$ cat config.mk
export PLATFORM = sky130hd
export DESIGN_NAME = eth_tx_port_arbiter
export DESIGN_NICKNAME = d
export VERILOG_FILES = /design/src/rtl/eth_tx_port_arbiter.sv
export SDC_FILE = /design/constraint.sdc
export NUM_CORES = 1
export LEC_CHECK = 0
export ABC_AREA = 0
export ABC_CLOCK_PERIOD_IN_PS = 2400
export BUFFER_PORTS_ARGS = -buffer_cell sky130_fd_sc_hd__buf_2
export CAP_MARGIN = 20
export CORE_ASPECT_RATIO = 0.6
export CORE_MARGIN = 10
export CORE_UTILIZATION = 39
export DETAILED_ROUTE_END_ITERATION = 8
export PLACE_DENSITY = 0.78
export SETUP_SLACK_MARGIN = 0.3
export SLEW_MARGIN = 30
export SYNTH_ARGS = -nofsm -noshare
export SYNTH_HDL_FRONTEND = slang
export SYNTH_SLANG_ARGS = --single-unit
$ cat constraint.sdc
create_clock -name clock -period 2.4 [get_ports clock]
set_clock_uncertainty 0.1 [all_clocks]
set_input_delay 0.48 -clock clock [delete_from_list [all_inputs] [get_ports clock]]
set_output_delay 0.48 -clock clock [all_outputs]
set_load 0.02 [all_outputs]
$ cat src/rtl/eth_tx_port_arbiter.sv
// -----------------------------------------------------------------------------
// eth_tx_port_arbiter
//
// Frame-atomic round-robin arbiter that merges CHANNELS AXI-Stream TX sources
// into one registered stream towards the MAC TX FIFO. Frames longer than
// MAX_BEATS are cut: the last forwarded beat is marked tlast=1 with the
// bad-frame flag (tuser[0]) set, and the rest of the source frame is drained
// and discarded.
//
// Optional feature (macro ETH_ARB_FRAME_CNT_EN):
//   adds output frame_count, one 32-bit wrapping counter per channel that
//   counts completed frames (normal end or truncation).
//
// Ports:
//   clock, resetn         single rising-edge clock, async active-low reset
//   s_axis_tdata/tkeep/tuser/tvalid/tlast  flattened per-channel sources,
//                         channel i occupies slice i
//   s_axis_tready         per-channel ready (only the granted bit can be high)
//   m_axis_tdata/tkeep/tuser/tvalid/tlast  registered merged output
//   m_axis_tready         downstream ready
//   grant                 currently / last granted channel
//   busy                  high while a frame is being passed or dropped
//   oversize              one-cycle pulse on the channel whose frame was cut
//   frame_count           (ETH_ARB_FRAME_CNT_EN only) per-channel frame count
// -----------------------------------------------------------------------------
module eth_tx_port_arbiter #(
    parameter int CHANNELS   = 4,
    parameter int DATA_WIDTH = 64,
    parameter int USER_WIDTH = 1,
    parameter int MAX_BEATS  = 1152
) (
    input  logic                                  clock,
    input  logic                                  resetn,
    input  logic [CHANNELS*DATA_WIDTH-1:0]        s_axis_tdata,
    input  logic [CHANNELS*(DATA_WIDTH/8)-1:0]    s_axis_tkeep,
    input  logic [CHANNELS*USER_WIDTH-1:0]        s_axis_tuser,
    input  logic [CHANNELS-1:0]                   s_axis_tvalid,
    input  logic [CHANNELS-1:0]                   s_axis_tlast,
    output logic [CHANNELS-1:0]                   s_axis_tready,
    output logic [DATA_WIDTH-1:0]                 m_axis_tdata,
    output logic [DATA_WIDTH/8-1:0]               m_axis_tkeep,
    output logic [USER_WIDTH-1:0]                 m_axis_tuser,
    output logic                                  m_axis_tvalid,
    output logic                                  m_axis_tlast,
    input  logic                                  m_axis_tready,
    output logic [$clog2(CHANNELS)-1:0]           grant,
    output logic                                  busy,
    output logic [CHANNELS-1:0]                   oversize
`ifdef ETH_ARB_FRAME_CNT_EN
    ,
    output logic [CHANNELS*32-1:0]                frame_count
`endif
);

    localparam int KEEP_W = DATA_WIDTH / 8;
    localparam int GNT_W  = $clog2(CHANNELS);
    localparam int CNT_W  = $clog2(MAX_BEATS + 1);

    typedef enum logic [1:0] {
        ST_IDLE = 2'd0,
        ST_PASS = 2'd1,
        ST_DROP = 2'd2
    } state_t;

    // Index of channel (base + off) modulo CHANNELS.
    function automatic logic [GNT_W-1:0] wrap_idx(input int base, input int off);
        int sum;
        sum = (base + off) % CHANNELS;
        return GNT_W'(sum);
    endfunction

    // Registered state
    state_t                 state_r;
    logic [GNT_W-1:0]       rr_ptr_r;
    logic [GNT_W-1:0]       grant_r;
    logic [CNT_W-1:0]       beat_cnt_r;
    logic [DATA_WIDTH-1:0]  m_tdata_r;
    logic [KEEP_W-1:0]      m_tkeep_r;
    logic [USER_WIDTH-1:0]  m_tuser_r;
    logic                   m_tvalid_r;
    logic                   m_tlast_r;
    logic [CHANNELS-1:0]    oversize_r;

    // Next-state values
    state_t                 state_s;
    logic [GNT_W-1:0]       rr_ptr_s;
    logic [GNT_W-1:0]       grant_s;
    logic [CNT_W-1:0]       beat_cnt_s;
    logic [DATA_WIDTH-1:0]  m_tdata_s;
    logic [KEEP_W-1:0]      m_tkeep_s;
    logic [USER_WIDTH-1:0]  m_tuser_s;
    logic                   m_tvalid_s;
    logic                   m_tlast_s;
    logic [CHANNELS-1:0]    oversize_s;

    // Datapath helpers
    logic [DATA_WIDTH-1:0]  sel_data_s;
    logic [KEEP_W-1:0]      sel_keep_s;
    logic [USER_WIDTH-1:0]  sel_user_s;
    logic                   sel_valid_s;
    logic                   sel_last_s;
    logic                   out_free_s;
    logic [CHANNELS-1:0]    tready_s;
    logic                   accept_s;
    logic [CNT_W-1:0]       beat_cnt_inc_s;
    logic                   hit_max_s;
    logic [GNT_W-1:0]       next_ptr_s;
    logic                   req_found_s;
    logic [GNT_W-1:0]       req_idx_s;
    logic [GNT_W-1:0]       cand_s;

    // Source of the granted channel
    assign sel_data_s  = s_axis_tdata[int'(grant_r)*DATA_WIDTH +: DATA_WIDTH];
    assign sel_keep_s  = s_axis_tkeep[int'(grant_r)*KEEP_W +: KEEP_W];
    assign sel_user_s  = s_axis_tuser[int'(grant_r)*USER_WIDTH +: USER_WIDTH];
    assign sel_valid_s = s_axis_tvalid[grant_r];
    assign sel_last_s  = s_axis_tlast[grant_r];

    // The output register can take a new beat when empty or being drained now.
    assign out_free_s = (!m_tvalid_r) || m_axis_tready;

    assign accept_s = sel_valid_s && tready_s[grant_r];

    // Counter saturates at MAX_BEATS; in PASS it never exceeds MAX_BEATS-1.
    assign beat_cnt_inc_s = (beat_cnt_r == CNT_W'(MAX_BEATS)) ? beat_cnt_r
                                                              : beat_cnt_r + {{(CNT_W-1){1'b0}}, 1'b1};
    assign hit_max_s      = (beat_cnt_r == CNT_W'(MAX_BEATS - 1));

    assign next_ptr_s = (grant_r == GNT_W'(CHANNELS - 1)) ? {GNT_W{1'b0}}
                                                          : grant_r + {{(GNT_W-1){1'b0}}, 1'b1};

    // Round-robin search: first requester at or after rr_ptr.
    always_comb begin
        req_found_s = 1'b0;
        req_idx_s   = {GNT_W{1'b0}};
        cand_s      = {GNT_W{1'b0}};
        for (int k = 0; k < CHANNELS; k++) begin
            cand_s = wrap_idx(int'(rr_ptr_r), k);
            if (!req_found_s && s_axis_tvalid[cand_s]) begin
                req_found_s = 1'b1;
                req_idx_s   = cand_s;
            end else begin
                req_found_s = req_found_s;
            end
        end
    end

    // Per-channel ready: PASS follows output space, DROP always drains.
    always_comb begin
        tready_s = {CHANNELS{1'b0}};
        case (state_r)
            ST_PASS: tready_s[grant_r] = out_free_s;
            ST_DROP: tready_s[grant_r] = 1'b1;
            default: tready_s = {CHANNELS{1'b0}};
        endcase
    end

    // FSM next state, arbitration and output-register next values.
    always_comb begin
        state_s    = state_r;
        rr_ptr_s   = rr_ptr_r;
        grant_s    = grant_r;
        beat_cnt_s = beat_cnt_r;
        m_tdata_s  = m_tdata_r;
        m_tkeep_s  = m_tkeep_r;
        m_tuser_s  = m_tuser_r;
        m_tlast_s  = m_tlast_r;
        m_tvalid_s = m_tvalid_r && !m_axis_tready;
        oversize_s = {CHANNELS{1'b0}};

        case (state_r)
            ST_IDLE: begin
                if (req_found_s) begin
                    grant_s    = req_idx_s;
                    beat_cnt_s = {CNT_W{1'b0}};
                    state_s    = ST_PASS;
                end else begin
                    state_s = ST_IDLE;
                end
            end
            ST_PASS: begin
                if (accept_s) begin
                    m_tvalid_s = 1'b1;
                    m_tdata_s  = sel_data_s;
                    m_tkeep_s  = sel_keep_s;
                    m_tuser_s  = sel_user_s;
                    m_tlast_s  = sel_last_s;
                    beat_cnt_s = beat_cnt_inc_s;
                    if (sel_last_s) begin
                        // A genuine end wins even on the MAX_BEATS-th beat.
                        rr_ptr_s = next_ptr_s;
                        state_s  = ST_IDLE;
                    end else if (hit_max_s) begin
                        // Cut the frame: close it here and flag it bad.
                        m_tlast_s           = 1'b1;
                        m_tuser_s[0]        = 1'b1;
                        oversize_s[grant_r] = 1'b1;
                        state_s             = ST_DROP;
                    end else begin
                        state_s = ST_PASS;
                    end
                end else begin
                    state_s = ST_PASS;
                end
            end
            ST_DROP: begin
                if (accept_s) begin
                    beat_cnt_s = beat_cnt_inc_s;
                    if (sel_last_s) begin
                        rr_ptr_s = next_ptr_s;
                        state_s  = ST_IDLE;
                    end else begin
                        state_s = ST_DROP;
                    end
                end else begin
                    state_s = ST_DROP;
                end
            end
            default: begin
                state_s = ST_IDLE;
            end
        endcase
    end

    // State and output registers.
    always_ff @(posedge clock or negedge resetn) begin
        if (!resetn) begin
            state_r    <= ST_IDLE;
            rr_ptr_r   <= {GNT_W{1'b0}};
            grant_r    <= {GNT_W{1'b0}};
            beat_cnt_r <= {CNT_W{1'b0}};
            m_tdata_r  <= {DATA_WIDTH{1'b0}};
            m_tkeep_r  <= {KEEP_W{1'b0}};
            m_tuser_r  <= {USER_WIDTH{1'b0}};
            m_tvalid_r <= 1'b0;
            m_tlast_r  <= 1'b0;
            oversize_r <= {CHANNELS{1'b0}};
        end else begin
            state_r    <= state_s;
            rr_ptr_r   <= rr_ptr_s;
            grant_r    <= grant_s;
            beat_cnt_r <= beat_cnt_s;
            m_tdata_r  <= m_tdata_s;
            m_tkeep_r  <= m_tkeep_s;
            m_tuser_r  <= m_tuser_s;
            m_tvalid_r <= m_tvalid_s;
            m_tlast_r  <= m_tlast_s;
            oversize_r <= oversize_s;
        end
    end

`ifdef ETH_ARB_FRAME_CNT_EN
    logic [CHANNELS*32-1:0] frame_cnt_r;
    logic                   frame_done_s;

    // A frame completes on a passed tlast or on truncation.
    assign frame_done_s = (state_r == ST_PASS) && accept_s && (sel_last_s || hit_max_s);

    // Per-channel completed-frame counters, wrapping at 2^32.
    always_ff @(posedge clock or negedge resetn) begin
        if (!resetn) begin
            frame_cnt_r <= {(CHANNELS*32){1'b0}};
        end else if (frame_done_s) begin
            frame_cnt_r[int'(grant_r)*32 +: 32] <= frame_cnt_r[int'(grant_r)*32 +: 32] + 32'd1;
        end else begin
            frame_cnt_r <= frame_cnt_r;
        end
    end

    assign frame_count = frame_cnt_r;
`endif

    assign s_axis_tready = tready_s;
    assign m_axis_tdata  = m_tdata_r;
    assign m_axis_tkeep  = m_tkeep_r;
    assign m_axis_tuser  = m_tuser_r;
    assign m_axis_tvalid = m_tvalid_r;
    assign m_axis_tlast  = m_tlast_r;
    assign grant         = grant_r;
    assign busy          = (state_r != ST_IDLE);
    assign oversize      = oversize_r;

endmodule

; After elaboration in Yosys (flattened, before gate mapping)
; Cells that the tools add are included.
[totals]
register_bits = 96
in_bits = 303
out_inout_bits = 86
word_cells = 100
[classes]
addsub = 5
order_cmp = 6
n_eq_ne = 8
shift = 3
n_mux = 47
bitwise = 1
n_reduce_logical = 20
[op_table]
columns = operator, n
row1 = 256-bit by 9-bit variable part select with 64-bit output, 1
row2 = 11-bit 2-to-1 mux, 3
row3 = 32-bit by 6-bit variable part select with 8-bit output, 1
row4 = 11-bit equality test (second input constant), 2
row5 = 11-bit one-hot mux with 2 select lines, 1
row6 = 2-bit 2-to-1 mux, 10
row7 = 1-bit 2-to-1 mux, 19
row8 = 4-bit 2-to-1 mux, 4
row9 = 2-bit by 3-bit less-than comparator with 1-bit output (second input constant), 5
row10 = 1-bit binary-select mux with 2-bit select, 7
row11 = 11-bit by 1-bit adder with 11-bit output (second input constant), 1
row12 = 4-bit one-hot mux with 2 select lines, 1
row13 = 1-bit logical AND, 6
row14 = 2-bit one-hot mux with 3 select lines, 1
row15 = 1-bit logical NOT, 5
row16 = 2-bit by 1-bit adder with 2-bit output (second input constant), 2
row17 = 2-bit adder (second input constant), 2
row18 = 4-bit bitwise AND, 1
row19 = 2-bit equality test (second input constant), 2
row20 = 2-bit != test (second input constant), 2
row21 = 2-bit AND reduction, 2
row22 = 4-bit AND reduction, 1
row23 = 2-bit nonzero test, 2
row24 = 4-bit by 3-bit variable part select with 1-bit output, 1
row25 = other kinds (8), 8

; Logic depth before layout (Yosys ltp)
; Gate-level depths: netlist of the first run.
[depth]
depth_word = 14
ltp_mapped = 9

; Worst setup path before layout of the first run
; No wires, ideal clock.
[synth_timing]
kind = register to register
from = register grant_r[0] (netlist: grant[0])
to = register m_tdata_r[13] (netlist: m_axis_tdata[13])
setup_ps = 125
arrival_ps = 2301
slack_ps = -126
path_stages_with_launch = 10
n_path_buf = 3
cell_sequence = dfrtp_1 > buf_6 > inv_1 > ha_1 > and2_1 > mux4_2 > nand3_1 > buf_4 > buf_4 > mux2_2
[synth_via]
elab_chain_cells = 10
elab_cells_between_ends = 14
classes_between = order compare: 2 / shift: 1 / mux: 7 / bitwise: 1 / reduce/logical: 3
[synth_lines]
columns = element, line
row1 = from (decl), 75  ; logic [GNT_W-1:0] grant_r;
row2 = from (signal assigned), 230  ; grant_r <= {GNT_W{1'b0}};
row3 = from (signal assigned), 241  ; grant_r <= grant_s;
row4 = 2-bit by 3-bit less-than comparator with 1-bit output (implied by the code) or 2-bit by 1-bit greater-or-equal comparator with 1-bit output (tied branches), "152, 153"
row5 = 1-bit logical AND (implied by the code), "152, 153"
row6 = 1-bit 2-to-1 mux (implied by the code), "152, 153"
row7 = 1-bit demux with 2-bit select, "152, 153"
row8 = 4-bit bitwise AND (no line), n/a
row9 = 4-bit one-hot mux with 2 select lines, 151  ; case (state_r)
row10 = 1-bit binary-select mux with 2-bit select, 122  ; assign accept_s = sel_valid_s && tready_s[grant_r];
row11 = 1-bit 2-to-1 mux (implied by the code), 122
row12 = 1-bit logical AND, 122
row13 = 2-bit AND reduction (no line), n/a
row14 = to (signal assigned), 232  ; m_tdata_r <= {DATA_WIDTH{1'b0}};
row15 = to (signal assigned), 243  ; m_tdata_r <= m_tdata_s;
row16 = to (decl), 77  ; logic [DATA_WIDTH-1:0] m_tdata_r;
; Parallel ways exist; a longest one is shown, timed or not. The select of a mux whose other input is x is not followed.
; A chain may end at the register's enable or synchronous reset.

; Worst setup path after layout of the first run
[layout_timing]
from = register grant_r[1] (netlist: grant[1])
to = register m_tdata_r[16] (netlist: m_axis_tdata[16])
; Same word-level chain as after synthesis.

==> results.md, run 1 <==
* Die Y-Extent at 116 µm
* Via count of the first global-routing pass at 6,284
* Placed Cells at 1,001
* Commonest cells after routing, fill and taps aside: 383 x buf_2, 94 x dfrtp_1, 77 x mux4_2, 46 x mux2_4, 28 x buf_4
* Clock Tree Root: clkbuf_16
* Residual antenna-violating net count after detailed routing at 0
* Synthesis Warnings at 0
* WL/cell at 23.6 µm
* Largest stage delay, worst path at 0.55 ns
* Number of buffers added by the clock tree synthesis step at 9
* Post-place setup slack at 0.00721 ns
* Min-Delay Path Class: reg -> reg
* Final setup violation count at 37
* Core utilization of the finished layout at 62.2%
* Portion of the clock cycle consumed by the worst path in the final layout at 102%
* Mean area per synthesized cell at 14.4 µm²
* Cell chain of the critical path: ha_4 > and2_4 > mux4_2 > nand3_4 > buf_12 > buf_12 > clkbuf_16 > mux2_4
* Worst setup EP type: flip-flop
* Ratio of total power to cell area at 1260 nW/µm²
* NumNets Final at 1,151
* Largest delay share family, worst path: multiplexers
* Share of synthesized area occupied by flip-flops and latches at 39.7%
* TritonCTS clock tree: done
* Setup TNS at -0.868 ns
* Most used flip-flop cell after synthesis: dfrtp_1
* Leakage power summed over all cells at 4.60 nW
* Worst hold-check slack at 0.391 ns
* Buffers plus inverters on the worst setup path at 3
* Worst setup path start: grant[1]$_DFFE_PN0N_
* Clock buffer depth at 2
* Post-synthesis sequential element count at 96
* Required arrival time at the worst endpoint at 2.52 ns
* Total gr overflow at 0
* Worst-path maximum fanout at 5
* Vias after detailed routing at 5,686
* Number of H-tree levels at 3
* I/O Buffers at 388
* Number of enable-type register cells in the synthesized netlist at 0
* Run status: finished with violations
* Layout cells sized above 1 at 75.9%
* Actual slew at the worst max-slew pin at 0.621 ns
* Post-synthesis net count at 734
* GP Congestion at 0.890
* Core area at 15,300 µm²
* Clock transition time at the flip-flop clock pins of the worst setup and hold paths at 0.08 ns
* Final count of hold timing violations at 0
* Count of different cell masters after synthesis at 49
* Final Routed Wirelength at 24,800 µm
* Max-slew violations at 0
* Die footprint at 21,000 µm²
* Highest clock rate at 409 MHz
* Top Ports at 389
* First-pass GRT wire length at 35,800 µm
* Worst EP arrival at 2.57 ns
* Total routing usage reported by global routing at 21.6%
* Pin count of the biggest net entering global routing at 50
* HPWL Detailed at 18,900 µm
* Unrepaired setup endpoints after global routing: true
* Clock sink count at 96
* Number of design-rule violations left by the first detailed-router iteration at 356
* Final cell count without fillers at 1,048
* Launch instance of the worst register-to-register path: grant[1]$_DFFE_PN0N_
* Cell Rows at 35
* Number of antenna violations at the first check in global routing at 4
* Crit path kind: reg -> reg
* Die span in x at 181 µm
* Source of the worst hold timing path: m_axis_tdata[52]$_DFFE_PN0P_
* Post-Syn Area at 6040 µm²
* Min setup slack post-route at -0.0431 ns
* Library cell appearing most often on the critical path: buf_12
* Peak supply drop at 0.000667 V
* Final routed DRC violation total at 0
* Proportion of synthesized flip-flops having asynchronous set or reset at 100%
* Mapped Cells at 421
* Initial Util at 39.5%
* Clock latency of the later-clocked register in the worst-skew pair at 0.34 ns
* Vias per Instance at 5.43
* Layout overhead on the synthesized area at 57.2%
* Worst slew margin relative to its limit at 58.6%
* Type of element launching the critical path: flip-flop
* Most common cell after layout, fill and taps aside: buf_2
* CP max-delay cell: dfrtp_4
* Violations in the final reports: setup timing
* Shortest clock period the worst path allows after layout at 2.44 ns
* Number of max-capacitance violations reported at 0
* Router iterations before antenna repair at 5
==> worst reg2reg max path, cell delays in order (launching register included) <==
cell       delay, ns
dfrtp_4         0.55
ha_4            0.19
and2_4          0.15
mux4_2          0.50
nand3_4         0.15
buf_12          0.14
buf_12          0.12
clkbuf_16       0.14
mux2_4          0.29
==> report_power, final <==
group	switching, mW	internal (mW)
clock	0.623	0.862
combinational	3.62	3.98
sequential	0.514	2.38
total	4.76	7.23
==> cell usage after synthesis, types with 2 or more instances <==
cell	number	area share [%]
or4_1	2	0.25
o21ai_0	5	0.41
o311ai_0	7	1.0
clkbuf_1	14	0.87
nand3_1	12	0.99
mux4_2	76	28
nor3_1	5	0.41
and2_1	14	1.4
o211ai_1	6	0.75
nand4_1	5	0.52
nor4_1	3	0.31
ha_1	10	2.1
nand3b_1	2	0.25
dfrtp_1	96	40
a21oi_1	3	0.25
nor2_1	5	0.31
a31o_2	3	0.43
a311oi_1	2	0.29
mux2_1	5	0.93
nand2b_1	2	0.21
buf_2	9	0.75
or2_2	2	0.21
inv_1	13	0.81
mux2_2	71	13
buf_4	6	0.75
nor2b_1	5	0.52
nand2_1	16	0.99
==> kinds of logic after synthesis <==
logic type	count (synthesis)	synth area share [%]
mux	153	42.6
fa+ha+maj	10	2.07
flops	96	39.7
compound gates	36	4.45
buf+inv	45	3.50
simple gates	81	7.60
==> metal layers <==
layer,wire length (µm),vias up,GRT usage [%]
li1,-,2517,-
met1,9720,2804,26.7
met2,12400,327,36.5
met3,2310,36,7.39
met4,337,2,4.62
met5,7,-,0
==> what timing repair did <==
action | 4_1_cts | 5_1_grt
hold endpoints to repair | 11 | 0
hold buffers | 1 | 0
gates resized for setup | 37 | 24
buffers inserted | 13 | 6
gates cloned | 4 | 5
setup endpoints to repair | 98 | 99
pin swaps | 5 | 10
==> per-stage QoR <==
stage               power (mW)  area, µm²
floorplan                 7.48       6320
global placement          9.21       8510
detailed placement        9.39       8510
CTS                       11.6       9230
global route              12.7       9500
finish                    12.0       9500
==> final timing paths <==
check	end	slack [ns]	cells after the start
worst max-delay path	m_axis_tdata[16]$_DFFE_PN0P_	-0.04	8
worst min-delay path	m_axis_tdata[52]$_DFFE_PN0P_	0.39	1
worst max register to register	m_axis_tdata[16]$_DFFE_PN0P_	-0.04	8
worst min register to register	m_axis_tdata[52]$_DFFE_PN0P_	0.39	1
max in group asynchronous	m_axis_tdata[24]$_DFFE_PN0P_	1.04	3
min in group asynchronous	m_axis_tvalid$_DFF_PN0_	0.43	2
==> sequential cells by signal, summed over array words and instances, names as in the netlist <==
register / flops
beat_cnt_r: 11
grant: 2
m_axis_tdata: 64
m_axis_tkeep: 8
m_axis_tlast: 1
m_axis_tuser: 1
m_axis_tvalid: 1
oversize: 4
rr_ptr_r: 2
state_r: 2
==> final cells by class <==
cell class / instances / area [µm²]
fill: 1197 / 5780
multi-input combinational: 281 / 3830
timing repair buffer: 436 / 2630
sequential: 96 / 2410
tap: 203 / 254
clock buffer: 11 / 253
inverter: 14 / 68.8
clock inverter: 4 / 53.8
antenna: 3 / 7.51
Power figures use the tool's default switching activity.
==> inputs of run 2 (changes only) <==
--- a/config.mk
+++ b/config.mk
@@ -6,14 +6,13 @@
 export NUM_CORES = 1
 export LEC_CHECK = 0
 export ABC_AREA = 0
-export ABC_CLOCK_PERIOD_IN_PS = 2400
+export ABC_CLOCK_PERIOD_IN_PS = 3100
 export BUFFER_PORTS_ARGS = -buffer_cell sky130_fd_sc_hd__buf_2
 export CAP_MARGIN = 20
-export CORE_ASPECT_RATIO = 0.6
-export CORE_MARGIN = 10
-export CORE_UTILIZATION = 39
+export CORE_AREA = 10 10 143 145
 export DETAILED_ROUTE_END_ITERATION = 8
-export PLACE_DENSITY = 0.78
+export DIE_AREA = 0 0 153 155
+export PLACE_DENSITY = 0.67
 export SETUP_SLACK_MARGIN = 0.3
 export SLEW_MARGIN = 30
 export SYNTH_ARGS = -nofsm -noshare
==> constraint.sdc (replaced) <==
create_clock -name clock -period 3.1 [get_ports clock]
set_clock_uncertainty 0.1 [all_clocks]
set_input_delay 0.62 -clock clock [delete_from_list [all_inputs] [get_ports clock]]
set_output_delay 0.62 -clock clock [all_outputs]
set_load 0.02 [all_outputs]
==> run 2 against run 1 <==
Effect of this change:
- clock power decreased by 18%
- the flow now finishes without violations
- sequential power shrank 24%
- final area shrank 9.6%
- hold slack worse by 0.18 ns
- register-to-register slack improved by 0.54 ns
==> results.md, run 2 (synthesis gave the netlist of run 1 again) <==
* Buffers plus inverters on the worst setup path at 2 (-1)
* Ratio of total power to cell area at 932 nW/µm² (-26%)
* Largest delay share family, worst path: flip-flops
* Pin count of the biggest net entering global routing at 54 (+8.0%)
* Run status: completed
* Peak supply drop at 0.000431 V (-35%)
* Actual slew at the worst max-slew pin at 0.764 ns (+0.143 ns)
* Die Y-Extent at 155 µm (+33%)
* Met1 routing resource usage after global routing at 20.3% (-6.3 points)
* Worst slew margin relative to its limit at 49.1% (-9.6 points)
* Launch instance of the worst register-to-register path: grant[0]$_DFFE_PN0N_
* Leakage power summed over all cells at 4.05 nW (-12%)
* Shortest clock period the worst path allows after layout at 2.68 ns
* Portion of the clock cycle consumed by the worst path in the final layout at 86.3%
* Final setup violation count at 0 (-100%)
* Layout overhead on the synthesized area at 42.1%
* Total gr overflow at 0 (unchanged)
* Most common cell after layout, fill and taps aside: buf_2
* Number of design-rule violations left by the first detailed-router iteration at 179 (-50%)
* Met2 Resource Use GR at 33.7% (-2.8 points)
* Total routing usage reported by global routing at 18.7% (-3.0 points)
* Antenna cell count at 0 (-3)
* Crit path kind: reg -> out
* Setup TNS at 0 ns (+0.868 ns)
* Required arrival time at the worst endpoint at 2.38 ns (-0.14 ns)
* CP max-delay cell: dfrtp_1
* Library cell appearing most often on the critical path: and2_1
* HPWL Detailed at 19,700 µm (+4.2%)
* Vias after detailed routing at 5,410 (-4.9%)
* Worst-path maximum fanout at 9 (+4)
* Worst EP arrival at 1.96 ns (-0.61 ns)
* NumNets Final at 1,113 (-3.3%)
* Clock transition time at the flip-flop clock pins of the worst setup and hold paths at 0.07 ns (about the same)
* Max reg flops at 64 (unchanged)
* Global routing's busiest layer: met2
* Number of buffers added by the clock tree synthesis step at 9 (unchanged)
* Number of max-capacitance violations reported at 0 (unchanged)
* Final routed DRC violation total at 0 (unchanged)
* Vias per Instance at 5.24 (-3.5%)
* Highest clock rate at 374 MHz
* Max-slew violations at 0 (unchanged)
* Crit Reg-Reg Endpoint: m_axis_tdata[59]$_DFFE_PN0P_
* Footprint of the multi-input gates at 3450 µm² (-9.7%)
* Final count of hold timing violations at 0 (unchanged)
* Number of inserted filler cells in the final layout at 1,576 (+32%)
* WL/cell at 22.5 µm (-4.7%)
* Final Routed Wirelength at 23,200 µm (-6.1%)
* Register area at 2410 µm² (unchanged)
* TritonCTS clock tree: done
* Die footprint at 23,700 µm² (+13%)
* Via count of the first global-routing pass at 6,092 (-3.1%)
* Worst-case reg-to-reg path depth at 7 (-1)
* Core area at 17,700 µm² (+16%)
* Router iterations before antenna repair at 4 (-1)
* Residual antenna-violating net count after detailed routing at 0 (unchanged)
* Clock sink count at 96 (unchanged)
* Commonest cells after routing, fill and taps aside: 387 x buf_2, 94 x dfrtp_1, 76 x mux4_2, 71 x mux2_2, 16 x nand2_1
* GP Congestion at 0.882 (-0.88%)
* Top Ports at 389 (unchanged)
* I/O Buffers at 388 (unchanged)
* Number of H-tree levels at 3 (unchanged)
* Worst hold-check slack at 0.206 ns (-0.185 ns)
* Largest stage delay, worst path at 0.40 ns (-0.15 ns)
* Type of element launching the critical path: flip-flop
* Number of antenna violations at the first check in global routing at 1 (-3)
* Clock buffer depth at 2 (unchanged)
* Die span in x at 153 µm (-15%)
* Met3 routing resource usage after global routing at 5.93% (-1.5 points)
* Clock latency of the later-clocked register in the worst-skew pair at 0.34 ns (about the same)
* Min-Delay Path Class: in -> async
* Cell chain of the critical path: inv_1 > ha_2 > and2_1 > a31o_4 > and2_1 > buf_2
* Initial Util at 34.2% (-5.3 points)
* Cell Rows at 49 (+40%)
* Layout cells sized above 1 at 71.1% (-4.7 points)
* Clock Tree Root: clkbuf_16
* First-pass GRT wire length at 35,000 µm (-2.2%)
* Worst setup EP type: primary output
* Unrepaired setup endpoints after global routing: false
* Internal reg-to-reg setup slack at 0.50 ns (+0.54 ns)
[run 2: changes by cell type in the layout (fill, tap and decap cells not counted), sizes merged, moves of 3 or more]
cell / before / now
buf: 430 / 399
diode: 3 / 0
clkbuf: 15 / 12
clkinvlp: 3 / 0
[run 2: how the worst max path moves through the flow]
stage	to	start	depth (start not counted)	slack, ns
2_1_floorplan	m_axis_tdata[13]$_DFFE_PN0P_	grant[0]$_DFFE_PN0N_	9	0.57
3_3_place_gp	m_axis_tdata[24]$_DFFE_PN0P_	grant[0]$_DFFE_PN0N_	7	0.54
3_5_place_dp	m_axis_tdata[59]$_DFFE_PN0P_	grant[0]$_DFFE_PN0N_	7	0.50
4_1_cts	s_axis_tready[2]	state_r[1]$_DFF_PN0_	6	0.35
5_1_grt	s_axis_tready[1]	state_r[0]$_DFF_PN0_	6	0.34
6_report	s_axis_tready[0]	state_r[1]$_DFF_PN0_	6	0.42
[run 2: final cells by class]
| cell class | count | area share (%) |
|---|---|---|
| multi-input combinational | 280 | 40.2 |
| sequential | 96 | 28.1 |
| timing repair buffer | 399 | 24.0 |
| tap | 229 | 3.34 |
| clock buffer | 12 | 2.99 |
| clock inverter | 3 | 0.757 |
| inverter | 14 | 0.612 |
[run 2: power breakdown]
| group | switching [mW] | leakage (nW) | internal (mW) |
|---|---|---|---|
| Sequential | 0.346 | 1.15 | 1.84 |
| Combinational | 2.40 | 2.74 | 2.19 |
| Clock | 0.477 | 0.159 | 0.746 |
[run 2: repair_timing]
item | 4_1_cts | 5_1_grt
hold buffers | 0 | 0
buffers inserted | 0 | 2
gates resized for setup | 2 | 0
pin swaps | 0 | 0
endpoints found under the setup margin | 4 | 3
[run 2: stage by stage]
step                cells  power, mW  util (%)  worst slack [ns]  cell area (µm²)
finish               1033       8.00      48.6             0.424             8590
global route         1033       8.51      48.6             0.343             8590
CTS                  1031       8.09      48.6             0.349             8570
global placement     1016       6.71      46.7             0.542             8240
detailed placement   1016       6.82      46.7             0.496             8240
floorplan             421       5.36         -             0.574             6040
[run 2: routing by layer]
| metal | vias to the layer above | part of all wire, % |
|---|---|---|
| met5 | - | 0.056 |
| met4 | 2 | 2.0 |
| met3 | 32 | 7.3 |
| met2 | 242 | 53 |
| met1 | 2709 | 37 |
| li1 | 2425 | - |
